## src/rtl/pattern_source_if.sv

```systemverilog
// Control/data bundle for pattern_source: burst request fields in, registered word stream out.
interface pattern_source_if #(
    parameter int WIDTH = 8,
    parameter int LEN_W = 8
);
    logic             start;
    logic [1:0]       mode;
    logic [WIDTH-1:0] seed;
    logic [LEN_W-1:0] length;
    logic             hold;
    logic [WIDTH-1:0] out;
    logic             valid;
    logic             busy;
    logic             done;

    modport master (
        output start, mode, seed, length, hold,
        input  out, valid, busy, done
    );

    modport slave (
        input  start, mode, seed, length, hold,
        output out, valid, busy, done
    );
endinterface

```

## src/rtl/pattern_source.sv

```systemverilog
// Burst generator emitting ramp / LFSR / walking-one words, one per clock.
// Define PATTERN_SOURCE_LFSR_EN to build the LFSR; otherwise mode 2 behaves as an up-ramp.
module pattern_source #(
    parameter int WIDTH = 8,
    parameter int LEN_W = 8
) (
    input logic              clk,
    input logic              rst,
    pattern_source_if.slave  bus
);
    localparam logic [1:0] IDLE  = 2'd0;
    localparam logic [1:0] RUN   = 2'd1;
    localparam logic [1:0] PAUSE = 2'd2;
    localparam logic [1:0] DONE  = 2'd3;

    localparam logic [WIDTH-1:0] ONE  = {{(WIDTH-1){1'b0}}, 1'b1};
    localparam logic [LEN_W-1:0] CONE = {{(LEN_W-1){1'b0}}, 1'b1};

    logic [1:0]       state_q, state_d;
    logic [WIDTH-1:0] out_q,   out_d;
    logic             valid_q, valid_d;
    logic             busy_q,  busy_d;
    logic             done_q,  done_d;
    logic [LEN_W-1:0] cnt_q,   cnt_d;
    logic [LEN_W-1:0] len_q,   len_d;
    logic [1:0]       mode_q,  mode_d;

    function automatic logic [WIDTH-1:0] next_word(input logic [1:0] m, input logic [WIDTH-1:0] w);
        logic [WIDTH-1:0] r;
        case (m)
            2'd1:    r = w - ONE;
`ifdef PATTERN_SOURCE_LFSR_EN
            2'd2:    r = {w[WIDTH-2:0], w[7] ^ w[5] ^ w[4] ^ w[3]};
`endif
            2'd3:    r = {w[WIDTH-2:0], w[WIDTH-1]};
            default: r = w + ONE;
        endcase
        return r;
    endfunction

    function automatic logic [WIDTH-1:0] first_word(input logic [1:0] m, input logic [WIDTH-1:0] s);
        logic [WIDTH-1:0] r;
        r = s;
        if (m == 2'd3) r = ONE;
`ifdef PATTERN_SOURCE_LFSR_EN
        // An all-zero LFSR state would lock up, so seed 0 is promoted to 1.
        if (m == 2'd2 && s == '0) r = ONE;
`endif
        return r;
    endfunction

    always_comb begin
        state_d = state_q;
        out_d   = out_q;
        valid_d = 1'b0;
        busy_d  = busy_q;
        done_d  = 1'b0;
        cnt_d   = cnt_q;
        len_d   = len_q;
        mode_d  = mode_q;
        case (state_q)
            IDLE: begin
                busy_d = 1'b0;
                if (bus.start) begin
                    mode_d = bus.mode;
                    len_d  = bus.length;
                    if (bus.length != '0) begin
                        state_d = RUN;
                        out_d   = first_word(bus.mode, bus.seed);
                        valid_d = 1'b1;
                        busy_d  = 1'b1;
                        cnt_d   = CONE;
                    end else begin
                        state_d = DONE;
                        done_d  = 1'b1;
                    end
                end
            end
            RUN, PAUSE: begin
                // Final count takes priority over hold; PAUSE resumes with the RUN rules.
                if (cnt_q == len_q) begin
                    state_d = DONE;
                    done_d  = 1'b1;
                    busy_d  = 1'b0;
                end else if (bus.hold) begin
                    state_d = PAUSE;
                    busy_d  = 1'b1;
                end else begin
                    state_d = RUN;
                    out_d   = next_word(mode_q, out_q);
                    valid_d = 1'b1;
                    busy_d  = 1'b1;
                    cnt_d   = cnt_q + CONE;
                end
            end
            default: begin
                state_d = IDLE;
                busy_d  = 1'b0;
            end
        endcase
    end

    always_ff @(posedge clk) begin
        if (rst) begin
            state_q <= IDLE;
            out_q   <= '0;
            valid_q <= 1'b0;
            busy_q  <= 1'b0;
            done_q  <= 1'b0;
            cnt_q   <= '0;
            len_q   <= '0;
            mode_q  <= '0;
        end else begin
            state_q <= state_d;
            out_q   <= out_d;
            valid_q <= valid_d;
            busy_q  <= busy_d;
            done_q  <= done_d;
            cnt_q   <= cnt_d;
            len_q   <= len_d;
            mode_q  <= mode_d;
        end
    end

    assign bus.out   = out_q;
    assign bus.valid = valid_q;
    assign bus.busy  = busy_q;
    assign bus.done  = done_q;
endmodule
```

## src/flat_wrapper.sv

```systemverilog
// flat-port wrapper written by rule: the top's interface ports become plain ports
module pattern_source_flat 
#(
    parameter int WIDTH = 8,
    parameter int LEN_W = 8
)
  (clk, rst, bus_start, bus_mode, bus_seed, bus_length, bus_hold, bus_out, bus_valid, bus_busy, bus_done);
  pattern_source_if #(.WIDTH(WIDTH), .LEN_W(LEN_W)) bus_i ();
  input logic clk;
  input logic rst;
  input wire logic [$bits(bus_i.start)-1:0] bus_start;
  input wire logic [$bits(bus_i.mode)-1:0] bus_mode;
  input wire logic [$bits(bus_i.seed)-1:0] bus_seed;
  input wire logic [$bits(bus_i.length)-1:0] bus_length;
  input wire logic [$bits(bus_i.hold)-1:0] bus_hold;
  output wire logic [$bits(bus_i.out)-1:0] bus_out;
  output wire logic [$bits(bus_i.valid)-1:0] bus_valid;
  output wire logic [$bits(bus_i.busy)-1:0] bus_busy;
  output wire logic [$bits(bus_i.done)-1:0] bus_done;
  assign bus_i.start = bus_start;
  assign bus_i.mode = bus_mode;
  assign bus_i.seed = bus_seed;
  assign bus_i.length = bus_length;
  assign bus_i.hold = bus_hold;
  assign bus_out = bus_i.out;
  assign bus_valid = bus_i.valid;
  assign bus_busy = bus_i.busy;
  assign bus_done = bus_i.done;
  pattern_source #(.WIDTH(WIDTH), .LEN_W(LEN_W)) u_core (.clk(clk), .rst(rst), .bus(bus_i));
endmodule
```

## config.mk

```make
export PLATFORM = sky130hd
export DESIGN_NAME = pattern_source_flat
export DESIGN_NICKNAME = d
export VERILOG_FILES = /design/src/rtl/pattern_source_if.sv /design/src/rtl/pattern_source.sv /design/src/flat_wrapper.sv
export SDC_FILE = /design/constraint.sdc
export NUM_CORES = 1
export LEC_CHECK = 0
export BUFFER_PORTS_ARGS = -buffer_cell sky130_fd_sc_hd__buf_2
export CAP_MARGIN = 20
export CORE_MARGIN = 4
export CORE_UTILIZATION = 56
export DETAILED_ROUTE_END_ITERATION = 16
export GPL_ROUTABILITY_DRIVEN = 0
export PLACE_DENSITY = 0.77
export SYNTH_ARGS = -nofsm -noshare
export SYNTH_HDL_FRONTEND = slang
export SYNTH_SLANG_ARGS = --single-unit
```

## constraint.sdc

```tcl
create_clock -name clk -period 2.5 [get_ports clk]
set_clock_uncertainty 0.2 [all_clocks]
set_input_delay 0.125 -clock clk [delete_from_list [all_inputs] [get_ports clk]]
set_output_delay 0.125 -clock clk [all_outputs]
set_load 0.005 [all_outputs]
```

==> run summary, run 1 <==
status - finished clean
area share of the largest cell type after synthesis - 0.314
path type of the worst setup path - register to register
Leakage - 0.983 nW
Max-Cap Viols - 0
Distinct cells, synth - 65
I/O Pins - 33
Rows - 21
slowest CP cell - dfxtp_1
Top delay family on crit path - compound AO/OA/AOI/OAI gates
Initial DRC Count - 185
chip width - 67.4 µm
fin crit share - 0.941
Hold WC Path Type - primary input to register
Buf+Inv Stages, Crit Path - 0
htree depth - 2
Routed WL - 5.52 mm
CTS Buf Count - 5
CP Cell Sequence - nand2b_2 > xnor2_1 > ha_1 > nand2b_1 > o21ai_0 > a32o_1 > o21ai_0 > a311oi_1
Longest Clk Path Bufs - 2
Worst path max stage delay - 0.53 ns
via count - 2076
met2 Use GR - 0.454
GRT Util Overall - 0.261
CP Data Required Time - 2.53 ns
minimum clock period - 2.35 ns
CTS tree - yes
met3 Use GR - 0.0449
cell count after synthesis - 246
Initial Util - 0.587
Die H - 67.4 µm
max-slew violation count - 0
post-CTS setup buffer count - 0
vias per inst - 5.88
CORE AREA - 3360 µm²
worst ir drop on vdd - 0.559 mV
Max Freq - 425 MHz
Yosys top cell by area - dfxtp_1
EDFF count, synth - 0
layout net count - 333
vias in the first global route - 1953
GRT Residual Overflow - 0
Clock Sinks - 31
Power Density - 860 nW/µm²
setup ws final - 0.148 ns
antenna violations before repair - 0
share of cells above drive strength 1 - 0.205
IO Port Bufs - 32
DR WL/cell - 15.6 µm
synth cell count leaders - nand2_1 (37), dfxtp_1 (31), a21oi_1 (19)
worst-margin pin slew - 0.590 ns
Startpoint Class - register
fin cells - 353
DP HPWL - 3.63 mm
Filler Cell Count - 265
Synth area leaders - dfxtp_1 (31%), nand2_1 (7.0%), a21oi_1 (4.8%), xnor2_1 (4.4%), nor2_1 (2.7%)
most used cell along the critical path - o21ai_0
first-pass detailed-route iteration total - 4
setup tns final - 0 ns
top-count cell post-synth - nand2_1
# setup viols final - 0
Max FO, Critical Path - 10
largest net degree at the start of global routing - 16
Synth-to-Final Area Change - 28.5%
number of synthesized register bits - 31
grt peak-use layer - met2
# diodes - 0
placed cells - 319
sequential area share after synthesis - 0.314
crit path DAT - 2.38 ns
DIE AREA - 4540 µm²
Mapped Area - 1970 µm²
clock root buffer - clkbuf_4
Post-Syn Area per Cell - 8.03 µm²
drt drc - 0
crit end category - register
Rel. slew slack - 0.607
Clock Latency Late Sink - 0.33 ns
Mapped Nets - 272
Worst-path clk slew - 0.10 ns
DP Worst Slack - 0.236 ns
first-pass GRT wire length - 9.07 mm
RSZ-0062 raised after global routing - no
Yosys warnings - 0
Fin. Hold Viols - 0
final antenna-violating net count - 0
asr flop ratio synth - 0
Main synth FF type - dfxtp_1
M1 GR Usage - 0.328
[routing by layer]
layer,share of wire,routed length (µm)
met1,0.45,2480
met2,0.49,2700
met3,0.047,261
met4,0.013,72
met5,0,0
[layout by cell type, fill, tap and decap left out, types with 3 or more instances in the layout]
master and instances:
nand2_1 37, buf_2 32, dfxtp_1 31, dlygate4sd3_1 27
a21oi_1 19, nor2_1 14, xnor2_1 10, inv_1 10
o21ai_0 9, buf_4 8, or3_1 6, nand3_1 6
nand4_1 5, clkbuf_4 5, a211oi_1 4, nor3_1 4
o31ai_1 4, ha_1 4, o21a_1 3, or2_2 3
nand2b_1 3, nor4_1 3, mux2i_1 3, and4_1 3
a222oi_1 3
[power by group]
part / leakage (nW) / internal (mW) / switching (mW)
registers: 0.254 / 0.588 / 0.157
logic: 0.691 / 0.473 / 0.585
clock network: 0.0383 / 0.206 / 0.172
[timing repair]
item / CTS / global route
gates resized for setup: 0 / 1
setup endpoints to repair: 0 / 1
hold buffers: 27 / 0
endpoints found under the hold margin: 20 / 0
[worst reg2reg max path: cells and delay by family (launching register included)]
kind | cells | cell delay (ns)
AO/OA/AOI/OAI | 4 | 0.68
XOR/XNOR | 1 | 0.18
adder cells (fa/ha/maj) | 1 | 0.38
flip-flops | 1 | 0.53
AND/OR/NAND/NOR | 2 | 0.27
[final timing paths]
path,start,endpoint,slack [ns],cells past startpoint
setup / recovery,u_core.mode_q[0],u_core.bus.out[4],0.15,8
setup reg to reg,u_core.mode_q[0],u_core.bus.out[4],0.15,8
hold reg to reg,u_core.cnt_q[7],u_core.cnt_q[7],0.29,2
hold / removal,bus_seed[0],u_core.bus.out[0],0.008,4
[sequential cells by signal, summed over array words and instances (netlist names)]
name              count
u_core.bus.out        8
u_core.bus.busy       1
u_core.bus.done       1
u_core.cnt_q          8
u_core.bus.valid      1
u_core.state_q        2
u_core.mode_q         2
u_core.len_q          8
[per-stage QoR]
stage          hold WS, ns  power [mW]  utilization  area, µm²
2_1_floorplan       0.0434        1.46            -       1970
3_3_place_gp         0.198        1.72        0.651       2190
3_5_place_dp         0.198        1.73        0.651       2190
4_1_cts            0.00490        2.15        0.752       2530
5_1_grt             0.0101        2.33        0.754       2540
6_report           0.00785        2.18        0.754       2540
[logic make-up after synthesis]
kind of cell | share of synthesized area
AND/OR/NAND/NOR | 0.288
multiplexers | 0.0209
buffers and inverters | 0.0513
XOR/XNOR | 0.0444
flip-flops | 0.314
adder cells (fa/ha/maj) | 0.0253
AO/OA/AOI/OAI | 0.255
[final cells by class]
type	instances	area, µm²	share of cell area
clock buffer	6	41.3	0.0163
multi-input combinational	192	1260	0.496
inverter	10	37.5	0.0148
sequential	31	621	0.245
timing repair buffer	67	490	0.193
tap	46	57.6	0.0227
clock inverter	1	30.0	0.0118
Note: power is estimated with default switching activity, not from simulation.
==> inputs of run 2 (changes only) <==
--- a/config.mk
+++ b/config.mk
@@ -7,10 +7,13 @@
 export LEC_CHECK = 0
 export BUFFER_PORTS_ARGS = -buffer_cell sky130_fd_sc_hd__buf_2
 export CAP_MARGIN = 20
+export CELL_PAD_IN_SITES_DETAIL_PLACEMENT = 0
+export CELL_PAD_IN_SITES_GLOBAL_PLACEMENT = 1
 export CORE_MARGIN = 4
-export CORE_UTILIZATION = 56
+export CORE_UTILIZATION = 41
 export DETAILED_ROUTE_END_ITERATION = 16
 export GPL_ROUTABILITY_DRIVEN = 0
+export HOLD_SLACK_MARGIN = 0.02
 export PLACE_DENSITY = 0.77
 export SYNTH_ARGS = -nofsm -noshare
 export SYNTH_HDL_FRONTEND = slang
==> run summary, run 2 (synthesis gave the netlist of run 1 again) <==
# diodes - 0
largest net degree at the start of global routing - 16
Synth-to-Final Area Change - 29.1%
post-CTS setup buffer count - 0
Filler Cell Count - 433
DIE AREA - 5990 µm²
vias in the first global route - 1948
first-pass detailed-route iteration total - 4
clock root buffer - clkbuf_8
RSZ-0062 raised after global routing - no
chip width - 77.4 µm
CP Data Required Time - 2.49 ns
drt drc - 0
Max FO, Critical Path - 11
status - finished clean
minimum clock period - 2.20 ns
Die H - 77.4 µm
vias per inst - 5.68
via count - 2039
CORE AREA - 4500 µm²
DP HPWL - 3.98 mm
slowest CP cell - dlygate4sd3_1
CTS Buf Count - 5
GRT Residual Overflow - 0
I/O Pins - 33
first-pass GRT wire length - 9.36 mm
Max-Cap Viols - 0
DR WL/cell - 15.2 µm
Leakage - 0.979 nW
Top delay family on crit path - compound AO/OA/AOI/OAI gates
Power Density - 866 nW/µm²
IO Port Bufs - 32
Longest Clk Path Bufs - 2
Rel. slew slack - 0.719
antenna violations before repair - 0
share of cells above drive strength 1 - 0.212
crit end category - register
worst-margin pin slew - 0.420 ns
max-slew violation count - 0
area of the multi-input gates - 1260 µm²
Routed WL - 5.45 mm
DP Worst Slack - 0.309 ns
GRT Util Overall - 0.191
path type of the worst setup path - primary input to register
Worst-path clk slew - 0.06 ns
Max Freq - 454 MHz
Startpoint Class - primary input
Reg area - 621 µm²
most frequent cells in the layout - nand2_1 (37), buf_2 (32), dfxtp_1 (31), dlygate4sd3_1 (25), a21oi_1 (19)
Area after DPL - 2200 µm²
layout net count - 332
Fin. Hold Viols - 0
Clock Latency Late Sink - 0.28 ns
Rows - 24
CTS tree - yes
Hold WC Path Type - primary input to register
Initial Util - 0.438
Initial DRC Count - 115
worst ir drop on vdd - 0.485 mV
Hold Slack - 0.0227 ns
setup tns final - 0 ns
fin area - 2550 µm²
Buf+Inv Stages, Crit Path - 2
CP Cell Sequence - dlygate4sd3_1 > buf_2 > nor4_4 > a21oi_2 > o21ai_4 > nor2_1 > a311oi_1
Worst path max stage delay - 0.53 ns
setup ws final - 0.298 ns
fin crit share - 0.881
htree depth - 2
final antenna-violating net count - 0
# setup viols final - 0
most common cell after layout, fill and taps aside - nand2_1
Clock Sinks - 31
crit path DAT - 2.19 ns
final core occ - 0.566
run 2: cell type report:
cell class	count	share of cell area
multi-input cells	192	0.495
flip-flops and latches	31	0.243
clock inverters	2	0.00491
clock buffers	6	0.0285
well taps	52	0.0255
inverters	10	0.0147
repair buffers	66	0.188
run 2: per-layer routing:
metal / GRT usage / share of wire / vias to the layer above
met5: 0 / 0 / -
met4: 0.0641 / 0.012 / 0
met3: 0.0382 / 0.059 / 8
met2: 0.300 / 0.45 / 67
met1: 0.263 / 0.48 / 930
li1: - / - / 1034
run 2: worst register-to-register path, stage by stage, from the launching register on:
cell and delay [ns]:
dfxtp_1 0.33, inv_1 0.06, ha_1 0.16, buf_4 0.14, and2_1 0.38, nand2_1 0.12, a21oi_1 0.13, dlygate4sd3_1 0.55
run 2: worst paths after layout:
path                                          end  slack [ns]  depth (start not counted)              start
worst max-delay path            u_core.bus.out[2]        0.30                          7      bus_length[4]
worst min-delay path            u_core.bus.out[7]        0.02                          3        bus_seed[7]
worst max register to register    u_core.len_q[4]        0.38                          7  u_core.state_q[0]
worst min register to register    u_core.cnt_q[7]        0.30                          2    u_core.cnt_q[7]
run 2: where the power goes:
| group | switching (mW) | internal [mW] | leakage (nW) | total (mW) |
|---|---|---|---|---|
| registers | 0.147 | 0.589 | 0.254 | 0.736 |
| logic | 0.594 | 0.489 | 0.685 | 1.08 |
| clock network | 0.195 | 0.194 | 0.0412 | 0.389 |
run 2: what timing repair did:
action                     CTS  global route
resized for setup            0             2
setup endpoints to repair    0             2
hold endpoints to repair    19             0
hold buffers                25             0
run 2: through the flow:
stage	power [mW]	cells
2_1_floorplan	1.46	246
3_3_place_gp	1.78	326
3_5_place_dp	1.78	326
4_1_cts	2.21	359
5_1_grt	2.40	359
6_report	2.21	359
==> inputs of run 3 (changes only) <==
--- a/config.mk
+++ b/config.mk
@@ -5,16 +5,17 @@
 export SDC_FILE = /design/constraint.sdc
 export NUM_CORES = 1
 export LEC_CHECK = 0
+export ABC_AREA = 1
 export BUFFER_PORTS_ARGS = -buffer_cell sky130_fd_sc_hd__buf_2
 export CAP_MARGIN = 20
 export CELL_PAD_IN_SITES_DETAIL_PLACEMENT = 0
 export CELL_PAD_IN_SITES_GLOBAL_PLACEMENT = 1
 export CORE_MARGIN = 4
-export CORE_UTILIZATION = 41
+export CORE_UTILIZATION = 39
 export DETAILED_ROUTE_END_ITERATION = 16
 export GPL_ROUTABILITY_DRIVEN = 0
 export HOLD_SLACK_MARGIN = 0.02
-export PLACE_DENSITY = 0.77
+export PLACE_DENSITY = 0.78
 export SYNTH_ARGS = -nofsm -noshare
 export SYNTH_HDL_FRONTEND = slang
 export SYNTH_SLANG_ARGS = --single-unit
==> run summary, run 3 <==
CTS Buf Count - 5
Clock Sinks - 31
drt drc - 0
complex-gate fraction of the synthesized area - 0.149
GRT Residual Overflow - 0
# diodes - 0
Main synth FF type - dfxtp_1
status - finished clean
Yosys warnings - 0
clock root buffer - clkbuf_8
# setup viols final - 0
Max-Cap Viols - 0
largest family of logic cells by synthesized area - simple AND/OR/NAND/NOR gates
path type of the worst setup path - register to register
Post-Synth Simple-Gate Area - 0.352
crit path DAT - 2.14 ns
cell count after synthesis - 324
first-pass detailed-route iteration total - 4
Longest Clk Path Bufs - 2
worst ir drop on vdd - 0.508 mV
Rel. slew slack - 0.683
sequential area share after synthesis - 0.308
minimum clock period - 2.18 ns
Synth Area in Adders - 0.0248
Synth area leaders - dfxtp_1 (31%), nand2_1 (17%), nor2_1 (8.2%), inv_1 (6.9%), a21oi_1 (6.7%)
most common cell after layout, fill and taps aside - nand2_1
max-slew violation count - 0
asr flop ratio synth - 0
Post-Syn Area per Cell - 6.23 µm²
Routed WL - 5.32 mm
Fin. Hold Viols - 0
top-count cell post-synth - nand2_1
DIE AREA - 6390 µm²
DP HPWL - 3.91 mm
vias in the first global route - 1921
chip width - 79.9 µm
mux contribution to synthesized area - 0
final antenna-violating net count - 0
Max Freq - 459 MHz
Startpoint Class - register
most frequent cells in the layout - nand2_1 (93), nor2_1 (44), inv_1 (37), buf_2 (32), dfxtp_1 (31)
DR WL/cell - 12.2 µm
Die H - 79.9 µm
largest net degree at the start of global routing - 23
Worst-path clk slew - 0.07 ns
htree depth - 2
Yosys top cell by area - dfxtp_1
Mapped Area - 2020 µm²
via count - 2076
Power Density - 932 nW/µm²
Mapped Nets - 350
Area after DPL - 2230 µm²
antenna violations before repair - 0
fin area - 2460 µm²
I/O Pins - 33
RSZ-0062 raised after global routing - no
Leakage - 1.20 nW
Initial DRC Count - 159
crit end category - register
Post-Synth XOR/XNOR Area - 0.0651
share of cells above drive strength 1 - 0.149
vias per inst - 4.75
post-CTS setup buffer count - 0
setup tns final - 0 ns
GRT Util Overall - 0.183
fin crit share - 0.871
Synth-to-Final Area Change - 21.9%
worst-margin pin slew - 0.475 ns
Distinct cells, synth - 28
area share of the largest cell type after synthesis - 0.308
CP Data Required Time - 2.47 ns
IO Port Bufs - 32
Hold WC Path Type - primary input to register
met2 Use GR - 0.262
Rows - 25
CTS tree - yes
M1 GR Usage - 0.275
EDFF count, synth - 0
Initial Util - 0.414
grt peak-use layer - met1
Clock Latency Late Sink - 0.28 ns
CORE AREA - 4880 µm²
synth cell count leaders - nand2_1 (93), nor2_1 (44), inv_1 (37)
met3 Use GR - 0.0361
Max FO, Critical Path - 22
first-pass GRT wire length - 9.30 mm
number of synthesized register bits - 31
layout net count - 395
Filler Cell Count - 534
==> run 3: cell type report <==
| type | count | area (µm²) | share of cell area |
|---|---|---|---|
| repair buffers | 48 | 313 | 0.127 |
| inverters | 39 | 146 | 0.0595 |
| clock buffers | 8 | 100 | 0.0407 |
| multi-input cells | 244 | 1200 | 0.486 |
| well taps | 67 | 83.8 | 0.0341 |
| flip-flops and latches | 31 | 621 | 0.252 |
==> run 3: kinds of logic after synthesis <==
kind of cell | after synthesis
flip-flops | 31
AO/OA/AOI/OAI | 55
XOR/XNOR | 15
AND/OR/NAND/NOR | 170
buffers and inverters | 49
adder cells (fa/ha/maj) | 4
==> run 3: power breakdown <==
| group | internal (mW) | switching, mW |
|---|---|---|
| Clock | 0.251 | 0.184 |
| Sequential | 0.612 | 0.110 |
| Combinational | 0.415 | 0.722 |
| Total | 1.28 | 1.02 |
==> run 3: worst max-delay path, cell delays in order, from the launching register on <==
cell and delay, ns:
dfxtp_1 0.35, inv_1 0.06, ha_1 0.37, inv_1 0.31
nor2_4 0.09, nor2_4 0.15, nand2_4 0.18, inv_2 0.19
nand2_1 0.07, nand2_1 0.06, nor2_1 0.03
==> run 3: path summary, 6_finish.rpt <==
path	from	slack (ns)	cells after the start	endpoint
worst max-delay path	u_core.state_q[0]	0.32	10	u_core.cnt_q[1]
worst min-delay path	bus_seed[2]	0.03	5	u_core.bus.out[2]
worst max register to register	u_core.state_q[0]	0.32	10	u_core.cnt_q[1]
worst min register to register	u_core.state_q[0]	0.29	2	u_core.state_q[0]
==> run 3: stage by stage <==
step / cells / util / hold slack (ns) / worst slack [ns] / power (mW)
floorplan: 324 / - / -0.00593 / 0.669 / 1.58
global placement: 416 / 0.456 / 0.156 / 0.340 / 1.84
detailed placement: 416 / 0.456 / 0.157 / 0.237 / 1.85
CTS: 437 / 0.503 / 0.0226 / 0.227 / 2.31
global route: 437 / 0.504 / 0.0608 / 0.108 / 2.53
finish: 437 / 0.504 / 0.0338 / 0.323 / 2.29
==> run 3: what timing repair did <==
item                       in CTS  in global routing
hold buffers                   13                  0
hold endpoints to repair       24                  0
resized for setup               0                  1
setup endpoints to repair       0                  1
==> run 3: per-layer routing <==
layer,vias to the layer above,routed length (µm),share of wire
li1,1112,-,-
met1,922,2870,0.54
met2,37,2200,0.41
met3,5,204,0.038
met4,0,43,0.0081
met5,-,0,0
